--- config.mk ---
export PLATFORM = sky130hd
export DESIGN_NAME = imem_boot_loader
export DESIGN_NICKNAME = d
export VERILOG_FILES = /design/src/rtl/imem_boot_loader.sv
export SDC_FILE = /design/constraint.sdc
export NUM_CORES = 1
export LEC_CHECK = 0
export ABC_AREA = 1
export CAP_MARGIN = 10
export CORE_UTILIZATION = 55
export DETAILED_ROUTE_END_ITERATION = 8
export PLACE_DENSITY = 0.91
export SLEW_MARGIN = 20
export SYNTH_ARGS = -nofsm -noshare
export SYNTH_HDL_FRONTEND = slang
export SYNTH_SLANG_ARGS = --single-unit
--- constraint.sdc ---
create_clock -name clock -period 2.6 [get_ports clock]
set_input_delay 0.52 -clock clock [delete_from_list [all_inputs] [get_ports clock]]
set_output_delay 0.52 -clock clock [all_outputs]
set_load 0.01 [all_outputs]
--- src/rtl/imem_boot_loader.sv ---
// Packs a big-endian byte stream into 32-bit words and writes them to sequential imem addresses.
// Holds the CPU in reset until the requested number of words is loaded; 4 bytes per 5 cycles at full rate.
module imem_boot_loader #(
    parameter int ADDR_W = 8
) (
    input  logic              clock,
    input  logic              reset,
    input  logic              load_start,
    input  logic [ADDR_W:0]   load_len,
    input  logic              in_valid,
    input  logic [7:0]        in_byte,
    output logic              in_ready,
    output logic              imem_we,
    output logic [ADDR_W-1:0] imem_addr,
    output logic [31:0]       imem_wdata,
    output logic              cpu_reset,
    output logic              busy,
    output logic              done,
    output logic [ADDR_W:0]   words_loaded
);

    localparam int DEPTH = 1 << ADDR_W;
    localparam logic [ADDR_W:0] DEPTH_V = DEPTH[ADDR_W:0];

    typedef enum logic [1:0] {HOLD, RECV, WRITE, RUN} state_t;

    state_t          state;
    logic [ADDR_W:0] len;
    logic [1:0]      byte_cnt;
    logic [23:0]     word;
    logic [ADDR_W:0] start_len;
    logic [ADDR_W:0] wl_next;

    // Saturating the length keeps the address counter from ever wrapping.
    assign start_len = (load_len > DEPTH_V) ? DEPTH_V : load_len;
    assign wl_next   = words_loaded + {{ADDR_W{1'b0}}, 1'b1};

    always_ff @(posedge clock) begin
        if (reset) begin
            state        <= HOLD;
            len          <= '0;
            byte_cnt     <= 2'd0;
            word         <= 24'd0;
            in_ready     <= 1'b0;
            imem_we      <= 1'b0;
            imem_addr    <= '0;
            imem_wdata   <= 32'd0;
            cpu_reset    <= 1'b1;
            busy         <= 1'b0;
            done         <= 1'b0;
            words_loaded <= '0;
        end else begin
            done    <= 1'b0;
            imem_we <= 1'b0;
            case (state)
                HOLD, RUN: begin
                    if (load_start) begin
                        len          <= start_len;
                        words_loaded <= '0;
                        byte_cnt     <= 2'd0;
                        imem_addr    <= '0;
                        if (start_len == '0) begin
                            state     <= RUN;
                            done      <= 1'b1;
                            cpu_reset <= 1'b0;
                            busy      <= 1'b0;
                            in_ready  <= 1'b0;
                        end else begin
                            state     <= RECV;
                            cpu_reset <= 1'b1;
                            busy      <= 1'b1;
                            in_ready  <= 1'b1;
                        end
                    end
                end
                RECV: begin
                    if (in_valid && in_ready) begin
                        word     <= {word[15:0], in_byte};
                        byte_cnt <= byte_cnt + 2'd1;
                        if (byte_cnt == 2'd3) begin
                            state      <= WRITE;
                            in_ready   <= 1'b0;
                            imem_we    <= 1'b1;
                            imem_addr  <= words_loaded[ADDR_W-1:0];
                            imem_wdata <= {word, in_byte};
                        end
                    end
                end
                WRITE: begin
                    words_loaded <= wl_next;
                    if (wl_next == len) begin
                        state     <= RUN;
                        done      <= 1'b1;
                        cpu_reset <= 1'b0;
                        busy      <= 1'b0;
                    end else begin
                        state    <= RECV;
                        in_ready <= 1'b1;
                    end
                end
                default: state <= HOLD;
            endcase
        end
    end

endmodule
==> results by group, run 1 <==
Synthesis
  • Synth warnings: 0
  • Synth Area per Inst: roughly 7.7 um^2
  • Synthesized instance count: around 480
  • Top post-synthesis cells by area: dfxtp_1 49%, nand2_1 9.0%, a21oi_1 8.2%
  • Yosys top cell by area: dfxtp_1
  • Synth cell types: 28
  • Mapped Area: approximately 3700 um^2
  • Synth top area share: 0.495
  • Post-Syn Nets: slightly above 500
  • #FFs+latches synth: 91
  • Register area share after synthesis: 0.495

GRT
  • Grt ovf: 0
  • Initial antenna violation count: 0
  • Gr usage total: 0.262
  • Global-route wire length before repair: about 15000 um
  • Largest net degree at the start of global routing: slightly above 60
  • Vias in the first global route: 3348

Timing
  • RSZ-0062 raised after global routing: no
  • Min cycle time layout: a little over 2 ns
  • Slew @ Worst Pin: ~0.59 ns
  • Setup violators final: 0
  • Hold Fails Final Rpt: 0
  • Setup Skew: ~0.010 ns
  • Rel. slew slack: 0.602
  • Total negative slack: 0 ns
  • Max Transition Viols Final: 0
  • Worst hold margin: 0.457 ns
  • Max frequency: slightly below 500 MHz
  • Final worst slack: approximately 0.52 ns
  • Final period utilization: 0.799

Critical path
  • Crit path depth: 1
  • Cell chain of the critical path: clkdlybuf4s50_1
  • Setup CP Type: reg -> out
  • Crit path DAT: 1.56 ns
  • Buf/Inv on CP: 1
  • Worst path top cell family by delay: buffers and inverters
  • Reg2Reg Setup Slack: approximately 0.53 ns
  • R2R cell count: 8
  • Worst path max stage delay: 0.62 ns
  • WP data required: approximately 2.1 ns
  • CP Launch Type: register
  • Crit end category: primary output
  • CP max-delay cell: clkdlybuf4s50_1
  • CP Max Fanout: 11

Die
  • Die Area: 7020 um^2
  • Row cnt: 29
  • I/O Pins: between 70 and 80
  • Die width: 83.8 um
  • Initial Util: 0.573
  • CORE AREA: roughly 6400 um^2
  • Chip height: roughly 84 um

Finish
  • Final Core Density: 0.725
  • Fill count: approximately 480
  • Fraction of layout cells with a size suffix above 1: 0.0757
  • Design area: 4660 um^2
  • Most common cell after layout, fill and taps aside: dfxtp_1
  • Nets: between 500 and 600
  • Synth-to-Final Area Change: 26.5%
  • Ant diodes: 0
  • Most frequent cells in the layout: 91 x dfxtp_1, 88 x nand2_1, 74 x clkdlybuf4s50_1
  • Non-Filler Instances: approximately 630

Worst hold path
  • Hold depth: 2
  • Worst hold path class: reg -> reg

Run
  • Max-Cap Viols: 0

CTS
  • Worst-case clock buffer depth: 2
  • Setup repair bufs after CTS: 0
  • Root Buffer: clkbuf_8
  • Hold buffers post-CTS: 0
  • H-tree depth: 3
  • TritonCTS clock tree: done
  • Clk Latency, worst-skew pair: ~0.35 ns
  • Post-CTS sizing: 0
  • Clk sinks: about 90
  • Clock-pin slew on the worst setup and hold paths: approximately 0.090 ns
  • CTS buffer count: 9

Placed design
  • Cell Area, Placed: 4470 um^2
  • Pre-CTS setup slack: 0.334 ns
  • Port buffer count: 74
  • Placer Congestion: 0.906
  • Final HPWL DP: 6270 um
  • Post-placement cell count: roughly 600

Routing
  • Antenna-violating nets left: 0
  • Vias/cell: 5.58
  • Initial DRT Pass Iterations: 7
  • Residual DRC: 10
  • DRT Wirelength: ~9000 um
  • Drt wl/cell: 14.2 um
  • Via Count: 3525
  • Initial DRC count: 302

Pwr
  • Pwr dens: 713 nW/um^2
  • Leak: around 1.7 nW
  • Max VDD drop: 454 uV
  • Design Power: ~3.3 mW

Outcome
  • Status: finished, violations left
  • Failing checks: design-rule violations
synthesized netlist by cell type, drive strengths merged:
| library cell | count |
|---|---|
| a211oi | 2 |
| nand3 | 46 |
| clkinv | 1 |
| nand4 | 3 |
| o21ai | 56 |
| clkbuf | 16 |
| nor2 | 33 |
| nor4 | 2 |
| ha | 5 |
| buf | 7 |
| xnor2 | 1 |
| nand2 | 92 |
| nand3b | 3 |
| dfxtp | 91 |
| inv | 53 |
| and2 | 1 |
| a21oi | 61 |
| a22oi | 8 |
worst reg2reg max path: stages, from the launching register on:
cell and delay, ns:
dfxtp_1 0.39, inv_1 0.07, ha_1 0.36, inv_1 0.12
nor2_1 0.06, a21oi_1 0.33, o21ai_1 0.33, a22oi_1 0.25
nor2_1 0.06
flip-flops by register name, indices dropped and copies added, names as in the netlist:
| signal | cells |
|---|---|
| word | 24 |
| imem_addr | 8 |
| cpu_reset | 1 |
| imem_we | 1 |
| len | 9 |
| busy | 1 |
| words_loaded | 9 |
| done | 1 |
| byte_cnt | 2 |
| imem_wdata | 32 |
| in_ready | 1 |
| state | 2 |
final timing paths:
check	to	startpoint
max	words_loaded[2]	words_loaded[2]
min	imem_wdata[31]	word[23]
max reg2reg	imem_addr[6]	state[0]
min reg2reg	imem_wdata[31]	word[23]
routing by layer:
metal,GRT usage,vias to the layer above,wire [um]
met3,0.0495,20,543
met5,0,-,0
met4,0.135,0,214
met1,0.326,1650,3820
met2,0.433,138,4390
li1,-,1717,-
logic make-up after synthesis:
logic type,synth area share
compound gates,0.182
buf+inv,0.0840
simple gates,0.220
fa+ha+maj,0.0170
xor+xnor,0.00238
flops,0.495
layout make-up:
| class | count | area [um^2] | area share |
|---|---|---|---|
| repair buffers | 81 | 793 | 0.170 |
| well taps | 77 | 96.3 | 0.0207 |
| inverters | 54 | 203 | 0.0435 |
| clock buffers | 12 | 155 | 0.0333 |
| clock inverters | 4 | 33.8 | 0.00726 |
| multi-input cells | 313 | 1550 | 0.334 |
| flip-flops and latches | 91 | 1820 | 0.391 |
where the power goes:
part           internal, mW  leakage, nW  total, mW  switching, mW
Sequential             1.51        0.736       1.58         0.0687
Combinational         0.286        0.882      0.839          0.552
Clock                 0.407       0.0932      0.904          0.496
Total                  2.20         1.71       3.32           1.12
No activity file was read; power rests on OpenSTA's default activity.
==> run 2: changes to the inputs <==
--- a/config.mk
+++ b/config.mk
@@ -7,9 +7,9 @@
 export LEC_CHECK = 0
 export ABC_AREA = 1
 export CAP_MARGIN = 10
-export CORE_UTILIZATION = 55
+export CORE_UTILIZATION = 51
 export DETAILED_ROUTE_END_ITERATION = 8
-export PLACE_DENSITY = 0.91
+export PLACE_DENSITY = 0.85
 export SLEW_MARGIN = 20
 export SYNTH_ARGS = -nofsm -noshare
 export SYNTH_HDL_FRONTEND = slang
==> constraint.sdc (replaced) <==
create_clock -name clock -period 2 [get_ports clock]
set_input_delay 0.4 -clock clock [delete_from_list [all_inputs] [get_ports clock]]
set_output_delay 0.4 -clock clock [all_outputs]
set_load 0.01 [all_outputs]
==> run 2 against run 1 <==
  * First-iteration DRC count fell by 45%
  * Total power rose by 28%
  * Clock-buffer cell count fell by 2
  * Clock skew rose by 0.0038 ns
  * Wire length fell by 0.87%
  * Via count fell by 2.0%
  * The flow now finishes without violations
  * Critical endpoint unchanged
==> results by group, run 2 (synthesis results as in run 1) <==
Worst hold path
  • Hold endpoint: imem_wdata[28]
  • Worst hold path class: reg -> reg
  • Hold depth: 2 (unchanged)
  • Worst hold start: word[20]

Pwr
  • Clock Power Share: 0.249 (-0.023)
  • Sw power: 1.43 mW (+28%)
  • Max VDD drop: 562 uV (+24%)
  • Design Power: 4.26 mW (+28%)
  • Cell Int Power: 2.82 mW (+28%)
  • Switching share of total power: 0.337 (about the same)
  • Flop pwr share: 0.483 (+0.008)
  • Leak: 1.73 nW (+1.3%)
  • Comb power frac: 0.268 (+0.015)
  • Pwr dens: 903 nW/um^2 (+27%)

Critical path
  • Reg2reg start: state[0]
  • R2R cell count: 8 (unchanged)
  • Reg2Reg Setup Slack: 0.18 ns (-0.35 ns)
  • WP data required: 1.60 ns (-0.48 ns)
  • Crit path DAT: 1.53 ns (-0.03 ns)
  • CP Max Fanout: 8 (-3)
  • CP Launch Type: register
  • Crit end category: primary output
  • Setup CP Type: reg -> out
  • Reg-to-Reg End: imem_addr[2]

Die
  • Row cnt: 30 (+3.4%)
  • Chip height: 87.0 um (+3.8%)
  • CORE AREA: 6870 um^2 (+7.0%)
  • Die Area: 7560 um^2 (+7.6%)
  • Initial Util: 0.536 (-0.0373)
  • I/O Pins: 75 (unchanged)
  • Die width: 87.0 um (+3.8%)

CTS
  • Clk sinks: 91 (unchanged)
  • Clock-pin slew on the worst setup and hold paths: 0.08 ns (about the same)
  • TritonCTS clock tree: done
  • Clk Latency, worst-skew pair: 0.36 ns (about the same)
  • H-tree depth: 3 (unchanged)
  • Root Buffer: clkbuf_8
  • Worst-case clock buffer depth: 2 (unchanged)
  • CTS buffer count: 9 (unchanged)

Finish
  • Top Registers: imem_wdata (32), word (24)
  • Footprint of the multi-input gates: 1560 um^2 (+0.40%)
  • Reg with most FFs: imem_wdata
  • Non-Filler Instances: 656 (+3.8%)
  • Fill count: 571 (+19%)
  • Ant diodes: 0 (unchanged)
  • Register area: 1820 um^2 (about the same)
  • Most common cell after layout, fill and taps aside: dfxtp_1
  • Final Core Density: 0.686 (-0.0386)
  • Nets: 582 (+1.0%)
  • Most frequent cells in the layout: 90 x dfxtp_1, 88 x nand2_1, 74 x clkdlybuf4s50_1
  • Synth-to-Final Area Change: 28.1%
  • Max FFs per register: 32 (unchanged)
  • Fraction of layout cells with a size suffix above 1: 0.0893 (+0.0136)

Routing
  • Initial DRT Pass Iterations: 5 (-2)
  • Vias/cell: 5.27 (-5.6%)
  • Residual DRC: 0 (-10)
  • Drt wl/cell: 13.6 um (-4.5%)
  • Antenna-violating nets left: 0 (unchanged)
  • DRT Wirelength: 8890 um (-0.87%)
  • Initial DRC count: 166 (-45%)
  • Via Count: 3454 (-2.0%)

Placed design
  • Post-placement cell count: 641 (+4.1%)
  • Placer Congestion: 0.878 (-3.1%)
  • Port buffer count: 74 (unchanged)
  • Final HPWL DP: 6320 um (+0.75%)

Timing
  • Max Transition Viols Final: 0 (unchanged)
  • Rel. slew slack: 0.637 (+0.0354)
  • Max frequency: 519 MHz
  • Setup violators final: 0 (unchanged)
  • Total negative slack: 0 ns (unchanged)
  • Setup Skew: 0.0142 ns (+0.00382 ns)
  • Slew @ Worst Pin: 0.541 ns (-0.0527 ns)
  • Min cycle time layout: around 1.9 ns
  • RSZ-0062 raised after global routing: no
  • Hold Fails Final Rpt: 0 (unchanged)
  • Final period utilization: 0.964

Run
  • Max-Cap Viols: 0 (unchanged)

GRT
  • Largest net degree at the start of global routing: 57 (-8.1%)
  • Vias in the first global route: 3263 (-2.5%)
  • Grt ovf: 0 (unchanged)
  • Gr usage total: 0.251 (-0.0114)
  • Global-route wire length before repair: 14700 um (-1.3%)
  • Initial antenna violation count: 0 (unchanged)

Outcome
  • Status: finished, final reports clean
run 2: changes by cell type in the layout (fill, tap and decap cells not counted), sizes merged:
| cell | change |
|---|---|
| buf | +6 |
| clkbuf | -2 |
| clkinv | +2 |
| inv | -1 |
run 2: how the worst max path moves through the flow:
stage                     from               to  cells past startpoint
2_1_floorplan         state[0]     imem_addr[1]                      8
3_3_place_gp          in_valid         in_ready                      9
3_5_place_dp       load_len[0]         in_ready                      8
4_1_cts        words_loaded[0]  words_loaded[0]                      2
5_1_grt        words_loaded[3]         in_ready                     12
6_report       words_loaded[2]  words_loaded[2]                      2
run 2: cell type report:
| type | count | share of cell area |
|---|---|---|
| timing repair buffer | 87 | 0.180 |
| inverter | 54 | 0.0430 |
| sequential | 91 | 0.387 |
| multi-input combinational | 313 | 0.331 |
| clock buffer | 10 | 0.0271 |
| tap | 96 | 0.0255 |
| clock inverter | 5 | 0.00663 |
run 2: power by group through the flow:
| stage | clock network, mW | logic (mW) | registers (mW) |
|---|---|---|---|
| after detailed placement | 0 | 1.12 | 2.10 |
| after global placement | 0 | 1.07 | 2.09 |
| after global routing | 1.15 | 1.27 | 2.07 |
| final | 1.06 | 1.14 | 2.06 |
| after CTS | 1.08 | 1.12 | 2.06 |
| after floorplan | 0 | 0.755 | 2.09 |
run 2: metal layers:
metal | track usage | part of all wire | vias up
met5 | 0 | 0 | -
met4 | 0.118 | 0.027 | 0
met3 | 0.0550 | 0.054 | 22
met2 | 0.424 | 0.50 | 106
met1 | 0.303 | 0.42 | 1589
li1 | - | - | 1737
run 2: what timing repair did:
action,CTS,global route
hold buffers,0,0
endpoints found under the setup margin,0,4
setup buffers,0,0
resized for setup,0,3
run 2: per-stage QoR:
stage / setup slack (ns) / hold WS (ns) / cell area [um^2]
6_report: 0.0715 / 0.445 / 4710
3_5_place_dp: 0.0279 / 0.438 / 4550
5_1_grt: 0.0256 / 0.470 / 4710
4_1_cts: 0.0694 / 0.448 / 4710
3_3_place_gp: 0.103 / 0.432 / 4550
2_1_floorplan: 0.275 / 0.420 / 3680
run 2: critical path, cell delays in order, from the launching register on:
cell and delay (ns):
dfxtp_1 0.43, buf_4 0.20, clkdlybuf4s50_1 0.54
==> patch (flow settings as in run 1) <==
Set the parameter `ADDR_W` to 7 (it was 8).
--- a/src/rtl/imem_boot_loader.sv
+++ b/src/rtl/imem_boot_loader.sv
@@ -1,7 +1,7 @@
 // Packs a big-endian byte stream into 32-bit words and writes them to sequential imem addresses.
 // Holds the CPU in reset until the requested number of words is loaded; 4 bytes per 5 cycles at full rate.
 module imem_boot_loader #(
-    parameter int ADDR_W = 8
+    parameter int ADDR_W = 7
 ) (
     input  logic              clock,
     input  logic              reset,
Ports: changed (resized imem_addr, load_len and words_loaded); port bits go from 75 to 72. The function was not compared with the original's and may differ.
==> patch against run 1 <==
- cell area shrank 1.4%
- core utilization rose by 0.20 points
- sequential power shrank 4%
- worst setup slack worse by 0.0051 ns
- via count decreased by 7.0%
- routed wire length is 8.7% lower
- count of clock-buffer cells in the layout fell by 3
- sequential cell count shrank 3
- total power increased by 0.13%
- area after synthesis down 2.5%
- global-route usage shrank 0.60 points
- first-iteration DRC count is 42% lower
==> patch: results (changes against run 1) <==
\begin{tabular}{lr}
\hline
Metric & Value \\
\hline
\multicolumn{2}{l}{\textbf{Final layout}} \\
\quad Non-clock inverters & 51 (was 54) \\
\quad Signal buffers share of area & 0.169 (was 0.170) \\
\quad Count of clock-net buffers in the final layout & 9 (was 12) \\
\quad Final core utilization & 0.727 (was 0.725) \\
\quad Final-layout fill cell count & 477 (was 481) \\
\quad Layout cells sized above 1 & 0.0955 (was 0.0757) \\
\quad Total area of multi-input combinational cells & 0.00153 mm² (was 0.00155 mm²) \\
\quad Post-layout net count & 554 (was 576) \\
\multicolumn{2}{l}{\textbf{Setup path}} \\
\quad Reg2reg path depth & 9 (was 8) \\
\multicolumn{2}{l}{\textbf{Route}} \\
\quad DR WL/cell & 13.4 µm (was 14.2 µm) \\
\quad Starting DRT DRC Count & 175 (was 302) \\
\quad DR pass1 iterations & 4 (was 7) \\
\quad Vias per inst & 5.37 (was 5.58) \\
\multicolumn{2}{l}{\textbf{Synthesis}} \\
\quad Count of distinct cell types in the synthesized netlist & 30 (was 28) \\
\quad Portion of the post-synthesis area used by sequential elements & 0.491 (was 0.495) \\
\quad Synth Area in Compound Gates & 0.178 (was 0.182) \\
\quad Synthesized netlist net count & 486 (was 507) \\
\quad Most common library cells after synthesis & sky130\_fd\_sc\_hd\_\_nand2\_1 (92), sky130\_fd\_sc\_hd\_\_dfxtp\_1 (88), sky130\_fd\_sc\_hd\_\_a21oi\_1 (62), sky130\_fd\_sc\_hd\_\_inv\_1 (46), sky130\_fd\_sc\_hd\_\_nand3\_1 (45) (was sky130\_fd\_sc\_hd\_\_dfxtp\_1 (91), sky130\_fd\_sc\_hd\_\_nand2\_1 (88), sky130\_fd\_sc\_hd\_\_a21oi\_1 (60), sky130\_fd\_sc\_hd\_\_o21ai\_0 (51), sky130\_fd\_sc\_hd\_\_inv\_1 (47)) \\
\multicolumn{2}{l}{\textbf{Worst hold path}} \\
\quad Sink of the worst hold path & imem\_wdata[24]\$\_SDFFE\_PP0P\_ (was imem\_wdata[31]\$\_SDFFE\_PP0P\_) \\
\quad Start point of the worst hold path & word[16]\$\_SDFFE\_PP0P\_ (was word[23]\$\_SDFFE\_PP0P\_) \\
\multicolumn{2}{l}{\textbf{Timing}} \\
\quad Setup slack of the critical path after layout & 0.517 ns (was 0.522 ns) \\
\quad Setup skew after layout & 0.00945 ns (was 0.0103 ns) \\
\multicolumn{2}{l}{\textbf{Outcome}} \\
\quad Run status & complete, no violations (was finished, violations left) \\
\multicolumn{2}{l}{\textbf{Pwr}} \\
\quad Sequential cell power & 0.00151 W (was 0.00158 W) \\
\quad Worst vdd rail ir drop & 0.542 mV (was 0.454 mV) \\
\multicolumn{2}{l}{\textbf{GRT}} \\
\quad Global-route wire length before repair & 13100 µm (was 14900 µm) \\
\quad Vias in the first global route & 2964 (was 3348) \\
\hline
\end{tabular}
patch: cell types whose count changed in the layout (fill, tap and decap cells not counted), moves of 3 or more:
cell / before / now
sky130_fd_sc_hd__o21ai_2: 0 / 10
sky130_fd_sc_hd__a22oi_1: 8 / 0
sky130_fd_sc_hd__o21ai_0: 51 / 43
sky130_fd_sc_hd__nor2_1: 26 / 19
sky130_fd_sc_hd__inv_2: 6 / 2
sky130_fd_sc_hd__nand2_1: 88 / 92
sky130_fd_sc_hd__clkdlybuf4s50_1: 74 / 71
sky130_fd_sc_hd__dfxtp_1: 91 / 88
sky130_fd_sc_hd__nor2_2: 3 / 6
sky130_fd_sc_hd__nor2_4: 4 / 1
sky130_fd_sc_hd__nor2_8: 0 / 3
sky130_fd_sc_hd__o21ai_1: 5 / 2
patch: layer usage:
metal,GRT usage,share of wire,vias up
li1,-,-,1650
met1,0.302,0.42,1495
met2,0.430,0.50,113
met3,0.0699,0.054,22
met4,0.121,0.025,0
met5,0,0,-
patch: critical path: stages, from the launching register on:
cell and delay (ns):
sky130_fd_sc_hd__dfxtp_1 0.40, sky130_fd_sc_hd__ha_1 0.31, sky130_fd_sc_hd__inv_2 0.13, sky130_fd_sc_hd__nor2_8 0.14, sky130_fd_sc_hd__inv_4 0.10, sky130_fd_sc_hd__nor2_8 0.22, sky130_fd_sc_hd__inv_4 0.17, sky130_fd_sc_hd__nor2_8 0.17
sky130_fd_sc_hd__inv_2 0.17, sky130_fd_sc_hd__o21ai_0 0.20
patch: logic make-up (layout without fill, tap and decap cells):
family / count (synthesis) / after routing
and+or+nand+nor: 175 / 175
AOI/OAI and AO/OA: 119 / 119
DFF: 88 / 88
buffers and inverters: 72 / 145
adders and majority gates: 5 / 5
xor gates and xnor gates: 2 / 2
